<file path="src/rtl/hdmi_rx_decoder.sv">
// TMDS receive path: per-channel bitslip word alignment, TMDS decode to RGB and
// sync, and pixel position / linear address regeneration for a buffer writer.

module hdmi_rx_lane #(
  parameter int LOCK_TOKENS = 8,
  parameter int SEARCH_LEN  = 2048,
  parameter int SLIP_WAIT   = 4
) (
  input  logic       clk_low,
  input  logic       reset,
  input  logic [9:0] i_q,
  output logic       o_ctl,
  output logic [7:0] o_sym,
  output logic       o_slip,
  output logic       o_locked
);
  localparam int RW = $clog2(LOCK_TOKENS + 1);
  localparam int WW = $clog2(SEARCH_LEN);
  localparam int SW = $clog2(SLIP_WAIT + 1);

  typedef enum logic [1:0] {S_SEARCH, S_SLIP, S_LOCKED} state_t;

  state_t        r_state, w_state_n;
  logic [RW-1:0] r_run, w_run_n;
  logic [WW-1:0] r_win, w_win_n;
  logic [SW-1:0] r_wait, w_wait_n;
  logic [1:0]    w_code;
  logic [7:0]    w_d, w_dec;
  logic          w_run_done, w_win_done;

  always_comb begin
    o_ctl  = 1'b1;
    w_code = 2'b00;
    case (i_q)
      10'b1101010100: w_code = 2'b00;
      10'b0010101011: w_code = 2'b01;
      10'b0101010100: w_code = 2'b10;
      10'b1010101011: w_code = 2'b11;
      default:        o_ctl  = 1'b0;
    endcase
  end

  assign w_d = i_q[9] ? ~i_q[7:0] : i_q[7:0];

  always_comb begin
    w_dec    = '0;
    w_dec[0] = w_d[0];
    for (int i = 1; i < 8; i++)
      w_dec[i] = i_q[8] ? (w_d[i] ^ w_d[i-1]) : ~(w_d[i] ^ w_d[i-1]);
  end

  // Control words carry {c1,c0} in the low bits so the top can share one bus.
  assign o_sym = o_ctl ? {6'd0, w_code} : w_dec;

  assign w_run_done = o_ctl && (r_run == RW'(LOCK_TOKENS - 1));
  assign w_win_done = (r_win == WW'(SEARCH_LEN - 1));

  always_ff @(posedge clk_low) begin
    if (reset) begin
      r_state <= S_SEARCH;
      r_run   <= '0;
      r_win   <= '0;
      r_wait  <= '0;
    end else begin
      r_state <= w_state_n;
      r_run   <= w_run_n;
      r_win   <= w_win_n;
      r_wait  <= w_wait_n;
    end
  end

  always_comb begin
    w_state_n = r_state;
    w_run_n   = o_ctl ? r_run + 1'b1 : '0;
    w_win_n   = r_win + 1'b1;
    w_wait_n  = '0;
    o_slip    = 1'b0;
    case (r_state)
      S_SEARCH: begin
        if (w_run_done) begin
          w_state_n = S_LOCKED;
          w_run_n   = '0;
          w_win_n   = '0;
        end else if (w_win_done) begin
          w_state_n = S_SLIP;
          o_slip    = 1'b1;
          w_run_n   = '0;
          w_win_n   = '0;
        end
      end
      S_LOCKED: begin
        if (w_run_done) begin
          w_run_n = '0;
          w_win_n = '0;
        end else if (w_win_done) begin
          w_state_n = S_SEARCH;
          w_run_n   = '0;
          w_win_n   = '0;
        end
      end
      S_SLIP: begin
        // Deserializer output is unsettled right after a slip; ignore it.
        w_run_n  = '0;
        w_win_n  = '0;
        w_wait_n = r_wait + 1'b1;
        if (r_wait == SW'(SLIP_WAIT - 1)) begin
          w_state_n = S_SEARCH;
          w_wait_n  = '0;
        end
      end
      default: w_state_n = S_SEARCH;
    endcase
  end

  assign o_locked = (r_state == S_LOCKED);
endmodule

module hdmi_rx_decoder #(
  parameter int LOCK_TOKENS = 8,
  parameter int SEARCH_LEN  = 2048,
  parameter int SLIP_WAIT   = 4
) (
  input  logic        clk_low,
  input  logic        reset,
  input  logic [9:0]  tmds_b,
  input  logic [9:0]  tmds_g,
  input  logic [9:0]  tmds_r,
  output logic [2:0]  bitslip,
  output logic        locked,
  output logic [7:0]  red,
  output logic [7:0]  green,
  output logic [7:0]  blue,
  output logic        hsync,
  output logic        vsync,
  output logic        de,
  output logic [10:0] pix_x,
  output logic [10:0] pix_y,
  output logic [20:0] addr,
  output logic        frame_start,
  output logic        de_err
);
  localparam int NUM_LANES = 3;

  logic [NUM_LANES-1:0][9:0] r_q;
  logic [NUM_LANES-1:0][7:0] w_sym;
  logic [NUM_LANES-1:0]      w_ctl, w_lk;
  logic [10:0]               r_x, r_y, w_x_n, w_y_n;
  logic [20:0]               r_a, w_a_n;
  logic                      w_de, w_hs_n, w_vs_n, w_fs, w_err;

  for (genvar ch = 0; ch < NUM_LANES; ch++) begin : g_lane
    hdmi_rx_lane #(
      .LOCK_TOKENS (LOCK_TOKENS),
      .SEARCH_LEN  (SEARCH_LEN),
      .SLIP_WAIT   (SLIP_WAIT)
    ) u_lane (
      .clk_low  (clk_low),
      .reset    (reset),
      .i_q      (r_q[ch]),
      .o_ctl    (w_ctl[ch]),
      .o_sym    (w_sym[ch]),
      .o_slip   (bitslip[ch]),
      .o_locked (w_lk[ch])
    );
  end

  always_comb begin
    w_de   = locked & ~w_ctl[0];
    w_hs_n = 1'b0;
    w_vs_n = 1'b0;
    w_x_n  = '0;
    w_y_n  = '0;
    w_a_n  = '0;
    if (locked) begin
      w_x_n = r_x;
      w_y_n = r_y;
      w_a_n = r_a;
      if (w_ctl[0]) {w_vs_n, w_hs_n} = w_sym[0][1:0];
      else          {w_vs_n, w_hs_n} = {vsync, hsync};
      if (w_de) begin
        w_x_n = r_x + 11'd1;
        w_a_n = r_a + 21'd1;
      end else if (de) begin
        w_x_n = '0;
        w_y_n = r_y + 11'd1;
      end
      // A vsync rise on the same word that ends de still restarts the frame.
      if (w_vs_n && !vsync) begin
        w_y_n = '0;
        w_a_n = '0;
      end
    end
    w_fs  = w_vs_n & ~vsync;
    w_err = locked & ((w_ctl[1] ^ w_ctl[0]) | (w_ctl[2] ^ w_ctl[0]));
  end

  always_ff @(posedge clk_low) begin
    if (reset) begin
      r_q         <= '0;
      r_x         <= '0;
      r_y         <= '0;
      r_a         <= '0;
      locked      <= 1'b0;
      red         <= '0;
      green       <= '0;
      blue        <= '0;
      hsync       <= 1'b0;
      vsync       <= 1'b0;
      de          <= 1'b0;
      pix_x       <= '0;
      pix_y       <= '0;
      addr        <= '0;
      frame_start <= 1'b0;
      de_err      <= 1'b0;
    end else begin
      r_q         <= {tmds_r, tmds_g, tmds_b};
      r_x         <= w_x_n;
      r_y         <= w_y_n;
      r_a         <= w_a_n;
      locked      <= &w_lk;
      red         <= w_de ? w_sym[2] : 8'd0;
      green       <= w_de ? w_sym[1] : 8'd0;
      blue        <= w_de ? w_sym[0] : 8'd0;
      hsync       <= w_hs_n;
      vsync       <= w_vs_n;
      de          <= w_de;
      pix_x       <= w_de ? r_x : w_x_n;
      pix_y       <= w_de ? r_y : w_y_n;
      addr        <= w_de ? r_a : w_a_n;
      frame_start <= w_fs;
      if (w_err) de_err <= 1'b1;
    end
  end
endmodule

</file>
<file path="config.mk">
export PLATFORM = sky130hd
export DESIGN_NAME = hdmi_rx_decoder
export DESIGN_NICKNAME = d
export VERILOG_FILES = /design/src/rtl/hdmi_rx_decoder.sv
export SDC_FILE = /design/constraint.sdc
export NUM_CORES = 1
export LEC_CHECK = 0
export CORE_AREA = 5 5 134 188
export CTS_BUF_LIST = sky130_fd_sc_hd__clkbuf_16
export DETAILED_ROUTE_END_ITERATION = 16
export DIE_AREA = 0 0 139 193
export GPL_ROUTABILITY_DRIVEN = 0
export MAX_ROUTING_LAYER = met4
export PLACE_DENSITY = 0.64
export SETUP_SLACK_MARGIN = 0.02
export SYNTH_ARGS = -nofsm -noshare
export SYNTH_HDL_FRONTEND = slang
export SYNTH_SLANG_ARGS = --single-unit
</file>
<file path="constraint.sdc">
create_clock -name clk_low -period 2.64 [get_ports clk_low]
set_clock_uncertainty 0.05 [all_clocks]
set_input_delay 0.528 -clock clk_low [delete_from_list [all_inputs] [get_ports clk_low]]
set_output_delay 0.528 -clock clk_low [all_outputs]
set_load 0.02 [all_outputs]
</file>
Word level (Yosys, flattened, before mapping)
Index checks and enable logic that the tools add are counted.

$add $sub $neg: 12. Equal/unequal tests: 39. Muxes and demuxes: 97. Bitwise logic cells: 58. Reduce and logical (&&, ||, !) cells: 26.

Operators by type and width (number): $mux 11 (15); $mux 21 (4); $pmux 11 s2 (3); $eq 10x10->1 const B (6); $add 11x1->11 const B (5); $mux 1 (36); $mux 2 (18); $mux 4 (9); $pmux 2 s3 (6); $eq 11x11->1 const B (3); $eq 10x8->1 const B (3); $eq 10x9->1 const B (3); $not 1->1 (28); $mux 8 (3); $not 8->8 (3); $pmux 4 s2 (3); $xor 1x1->1 (23); $add 21x1->21 const B (1); $reduce_or 3->1 (6); $add 4x1->4 const B (3); $eq 4x3->1 const B (3); $ne 2x2->1 const B (6); $reduce_and 4->1 (3); $reduce_or 4->1 (3); other kinds (13) (36).

Flip-flop bits (word level): 206. Input port bits: 32. Output and inout port bits: 76. Logic and storage cells: 265.

Longest topological paths before layout
Depth after elaboration: 12. Mapped depth: 8. Gate-level depth less buffers: 8.

Cells and area by module
From an unflattened synthesis, not the netlist that was laid out.

Cell total of the unflattened synthesis: 820. Area total of the unflattened synthesis: 8065.2 sq um.

By module, submodules not included: hdmi_rx_decoder (instances 1, cells an instance 451, area each 4722.0 sq um); hdmi_rx_lane (g_lane[0].u_lane ...) (instances 2, cells an instance 119, area each 1083.5 sq um); hdmi_rx_lane (g_lane[2].u_lane) (instances 1, cells an instance 131, area each 1176.1 sq um).

Worst setup path after synthesis
Ideal clock, no wire load.

Path type: reg-to-output. Start: reg g_lane[1].u_lane.r_win[0]. End: out bitslip[1]. Arrival time: 1.587 ns. Required time: 2.062 ns. Setup slack: 0.475 ns. Stages on the path, launching flop included: 8. Cells stage by stage: dfxtp_1 ha_1 nand3_1 nor4_1 nand3b_1 nand2b_1 nor2_1 buf_4.

Word-level cells in the longest chain between the ends: 4.

RTL lines: from (decl) (line 25) `logic [WW-1:0] r_win, w_win_n;`; from (signal assigned) (line 67) `r_win <= w_win_n;`; $eq 11x11->1 (line 56) `assign w_win_done = (r_win == WW'(SEARCH_LEN - 1));`; $mux 1 (line 84) `end else if (w_win_done) begin`; $mux 1 (line 80) `if (w_run_done) begin`; $mux 1 (line 78) `case (r_state)`; to (decl) (line 128) `output logic [2:0] bitslip,`.

Every way passes these cells.

Worst setup path after layout
Start: reg r_q[10] in the netlist's numbering. End: out bitslip[1].

Word-level cells in the longest chain between the ends: 6. Elaborated cells on any way between the ends: 9. Classes of those cells: eq/ne: 4; mux: 3; reduce/logical: 2.

RTL lines: from (decl) (line 144) `logic [NUM_LANES-1:0][9:0] r_q;`; from (signal assigned) (line 216) `r_q <= {tmds_r, tmds_g, tmds_b};`; $eq 10x10->1, or another cell as far along (line 34) `case (i_q)`; $reduce_or 4->1 (no source line) (*); $mux 1 (*) (line 34); $logic_and 1x1->1 (*) (line 55) `assign w_run_done = o_ctl && (r_run == RW'(LOCK_TOKENS - 1));`; $mux 1 (*) (line 80); $mux 1 (*) (line 78).

Mark *: on every way between the ends. The rest lies on a longest branch, timed or not.

==> results.sh <==
export IMPL_vias=5913
export IMPL_cts_htree_levels=1
export IMPL_worstMarginPinSlew_ns=0.994
export IMPL_ir_drop_mv=0.497
export IMPL_max_slew_margin_rel_pct=33.5
export IMPL_diodes=0
export IMPL_ys_seq_elements=206
export IMPL_yosysUniqueCellTypes=54
export IMPL_ant_nets=0
export IMPL_clock_root_buffer="clkbuf_16"
export IMPL_yosysSeqAreaShare_pct=51.4
export IMPL_grt_pass1_vias=5866
export IMPL_layout_nets=1036
export IMPL_area_delta_synth_final_pct=29.4
export IMPL_seqCellArea_um2=4130
export IMPL_critical_path_required_ns=2.06
export IMPL_drc=0
export IMPL_start_util_pct=34.2
export IMPL_grt_max_degree=31
export IMPL_num_rows=67
export IMPL_synth_compound_area_share_pct=5.27
export IMPL_syn_num_nets=898
export IMPL_worst_setup_path_start_kind="flop"
export IMPL_setup_viol=0
export IMPL_drive_above_1_share_pct=10.9
export IMPL_syn_avg_cell_area_um2=9.63
export IMPL_nFillCells=2311
export IMPL_critical_path_endpoint_type="output pin"
export IMPL_critical_path_class="flop to output pin"
export IMPL_synth_top_flop_cell="dfxtp_1"
export IMPL_multi_input_area_um2=3690
export IMPL_post_route_min_period_ns=2.51
export IMPL_wl_per_cell_um=12.9
export IMPL_grt_setup_unrepaired="false"
export IMPL_cts_buffer_depth=3
export IMPL_netlist_top_cells_area="dfxtp_1 (51%), xnor2_1 (6.3%), nor2_1 (6.1%), ha_1 (5.1%), xor2_1 (4.0%)"
export IMPL_reg2reg_slack_ns=0.37
export IMPL_fmax_mhz=398
export IMPL_cts_tree="built"
export IMPL_finalPower_mw=6.32
export IMPL_synth_top_family_by_area="simple AND/OR/NAND/NOR gates"
export IMPL_grt_overflow_total=0
export IMPL_muxShareOfSynthArea_pct=0.140
export IMPL_clk_latency_ns=0.50
export IMPL_wl_um=16700
export IMPL_yosys_area_share_adder_pct=5.15
export IMPL_finalCritPeriodShare_pct=95.2
export IMPL_cts_sinks=206
export IMPL_min_path_type="flop to flop"
export IMPL_drtPass1Iterations=4
export IMPL_antenna_found_initial=0
export IMPL_arrival_ns=1.94
export IMPL_synth_edf_count=0
export IMPL_powerDensity_nw_per_um2=609
export IMPL_power_leakage_nw=3.78
export IMPL_hpwl_um=12300
export IMPL_drv_slew=0
export IMPL_coreArea_um2=23500
export IMPL_place_area_um2=9620
export IMPL_cp_max_fo=2
export IMPL_ys_warn_count=0
export IMPL_chipWidth_um=139
export IMPL_cts_made_buffers=21
export IMPL_ios=108
export IMPL_hold_ws_ns=0.367
export IMPL_path_clk_slew_ns=0.06
export IMPL_synthesis_area_um2=8020
export IMPL_grt_pass1_wl_um=27200
export IMPL_finalSetupTns_ns=0
export IMPL_final_area_um2=10400
export IMPL_synth_top_area_cell="dfxtp_1"
export IMPL_outcome="complete, no violations"
export IMPL_cts_hold_buf=0
export IMPL_dieArea_um2=26800
export IMPL_async_flop_share_pct=0
export IMPL_die_h_um=193
export IMPL_final_hold_viol_count=0
export IMPL_drtIter0Drc=214
export IMPL_track_usage_pct=12.6
export IMPL_syn_inst=833
export IMPL_port_buffers=107
export IMPL_final_core_util_pct=44.2
export IMPL_drv_cap=0
export IMPL_synth_xor_area_share_pct=10.4
export IMPL_synth_top_area_share_pct=51.4
export IMPL_yosys_area_share_simple_pct=24.1
export IMPL_vias_per_cell=4.56
per-layer routing:
metal  GRT usage (%)  wire (µm)
met2            23.8       8650
met4            3.92        321
met1            13.3       6830
met3            2.20        854
met5               -          0
registers in the layout, summed over array words and instances, names as in the netlist, 9 cells and up:
name / count
addr: 21
g_lane.u_lane.r_run: 12
g_lane.u_lane.r_wait: 9
g_lane.u_lane.r_win: 33
pix_x: 11
pix_y: 11
r_a: 21
r_q: 30
r_x: 11
r_y: 11
repair_timing:
| action | 4_1_cts | 5_1_grt |
|---|---|---|
| buffers inserted | 1 | 0 |
| pin swaps | 4 | 2 |
| gates resized for setup | 29 | 10 |
| endpoints found under the setup margin | 3 | 3 |
report_power, final:
group	switching, mW	internal, mW
clock	1.23	1.67
combinational	0.101	0.142
sequential	0.0348	3.15
total	1.36	4.96
kinds of logic (layout without fill, tap and decap cells):
| kind of cell | count (synthesis) | count (layout) |
|---|---|---|
| simple gates | 372 | 372 |
| flops | 206 | 206 |
| buf+inv | 65 | 218 |
| xor+xnor | 95 | 95 |
| fa+ha+maj | 33 | 33 |
| mux | 1 | 1 |
| compound gates | 61 | 61 |
critical path, cell delays in order (launching register included):
cell and delay [ns]:
dfxtp_2 0.32, inv_1 0.04, ha_1 0.17, and4b_1 0.19
and3_4 0.19, o21ai_4 0.17, nand2b_1 0.10, nor2_1 0.10
buf_4 0.16
worst paths after layout:
check                                                start                          to  depth (start not counted)
worst min-delay path            g_lane[1].u_lane.r_wait[0]  g_lane[1].u_lane.r_wait[0]                          1
worst max-delay path                               r_q[10]                  bitslip[1]                          8
worst max register to register                     r_q[14]   g_lane[1].u_lane.r_win[5]                          8
worst min register to register  g_lane[1].u_lane.r_wait[0]  g_lane[1].u_lane.r_wait[0]                          1
cell usage in the layout (no fill, tap or decap), types with 4 or more instances in the layout:
cell             synthesis  routed
clkinv_2                 0       5
clkbuf_16                0      21
nor3_1                  18      18
nand4b_1                 5       5
clkdlybuf4s50_1          0     103
o21ai_0                 13      13
and3_1                  15      14
xor2_1                  37      37
o211ai_1                 4       4
nor4_1                  12       9
and2_1                  37      37
nand4_1                 11      11
buf_4                    5      39
and4_1                   7       7
dfxtp_2                  0       8
nand3_1                 36      35
xnor2_1                 58      58
a21oi_1                 18      18
nor2b_1                 33      33
nand2_1                 38      38
nand2b_1                 6       6
ha_1                    33      32
or3_1                    5       5
dfxtp_1                206     198
nor2_1                 130     129
inv_1                   36      36
synthesized netlist by cell type (3+ instances only):
| cell | count |
|---|---|
| dfxtp_1 | 206 |
| nor2_1 | 130 |
| xnor2_1 | 58 |
| nand2_1 | 38 |
| and2_1 | 37 |
| xor2_1 | 37 |
| inv_1 | 36 |
| nand3_1 | 36 |
| ha_1 | 33 |
| nor2b_1 | 33 |
| a21oi_1 | 18 |
| nor3_1 | 18 |
| and3_1 | 15 |
| clkbuf_1 | 13 |
| o21ai_0 | 13 |
| nor4_1 | 12 |
| nand4_1 | 11 |
| and4_1 | 7 |
| buf_2 | 7 |
| nand2b_1 | 6 |
| buf_4 | 5 |
| nand4b_1 | 5 |
| or3_1 | 5 |
| o211ai_1 | 4 |
| a41oi_1 | 3 |
| nand3b_1 | 3 |
| o31ai_1 | 3 |
| o41ai_1 | 3 |
cell type report:
class,instances,area share (%)
sequential,206,39.8
multi-input combinational,562,35.6
timing repair buffer,144,13.0
clock buffer,21,5.06
tap,310,3.74
clock inverter,17,1.51
inverter,36,1.30
metrics by stage:
| stage | instances | worst slack, ns |
|---|---|---|
| 2_1_floorplan | 833 | 0.475 |
| 3_3_place_gp | 1257 | -0.0215 |
| 3_5_place_dp | 1257 | -0.0317 |
| 4_1_cts | 1296 | 0.0289 |
| 5_1_grt | 1296 | 0.0237 |
| 6_report | 1296 | 0.126 |
Note: power is estimated with default switching activity, not from simulation.
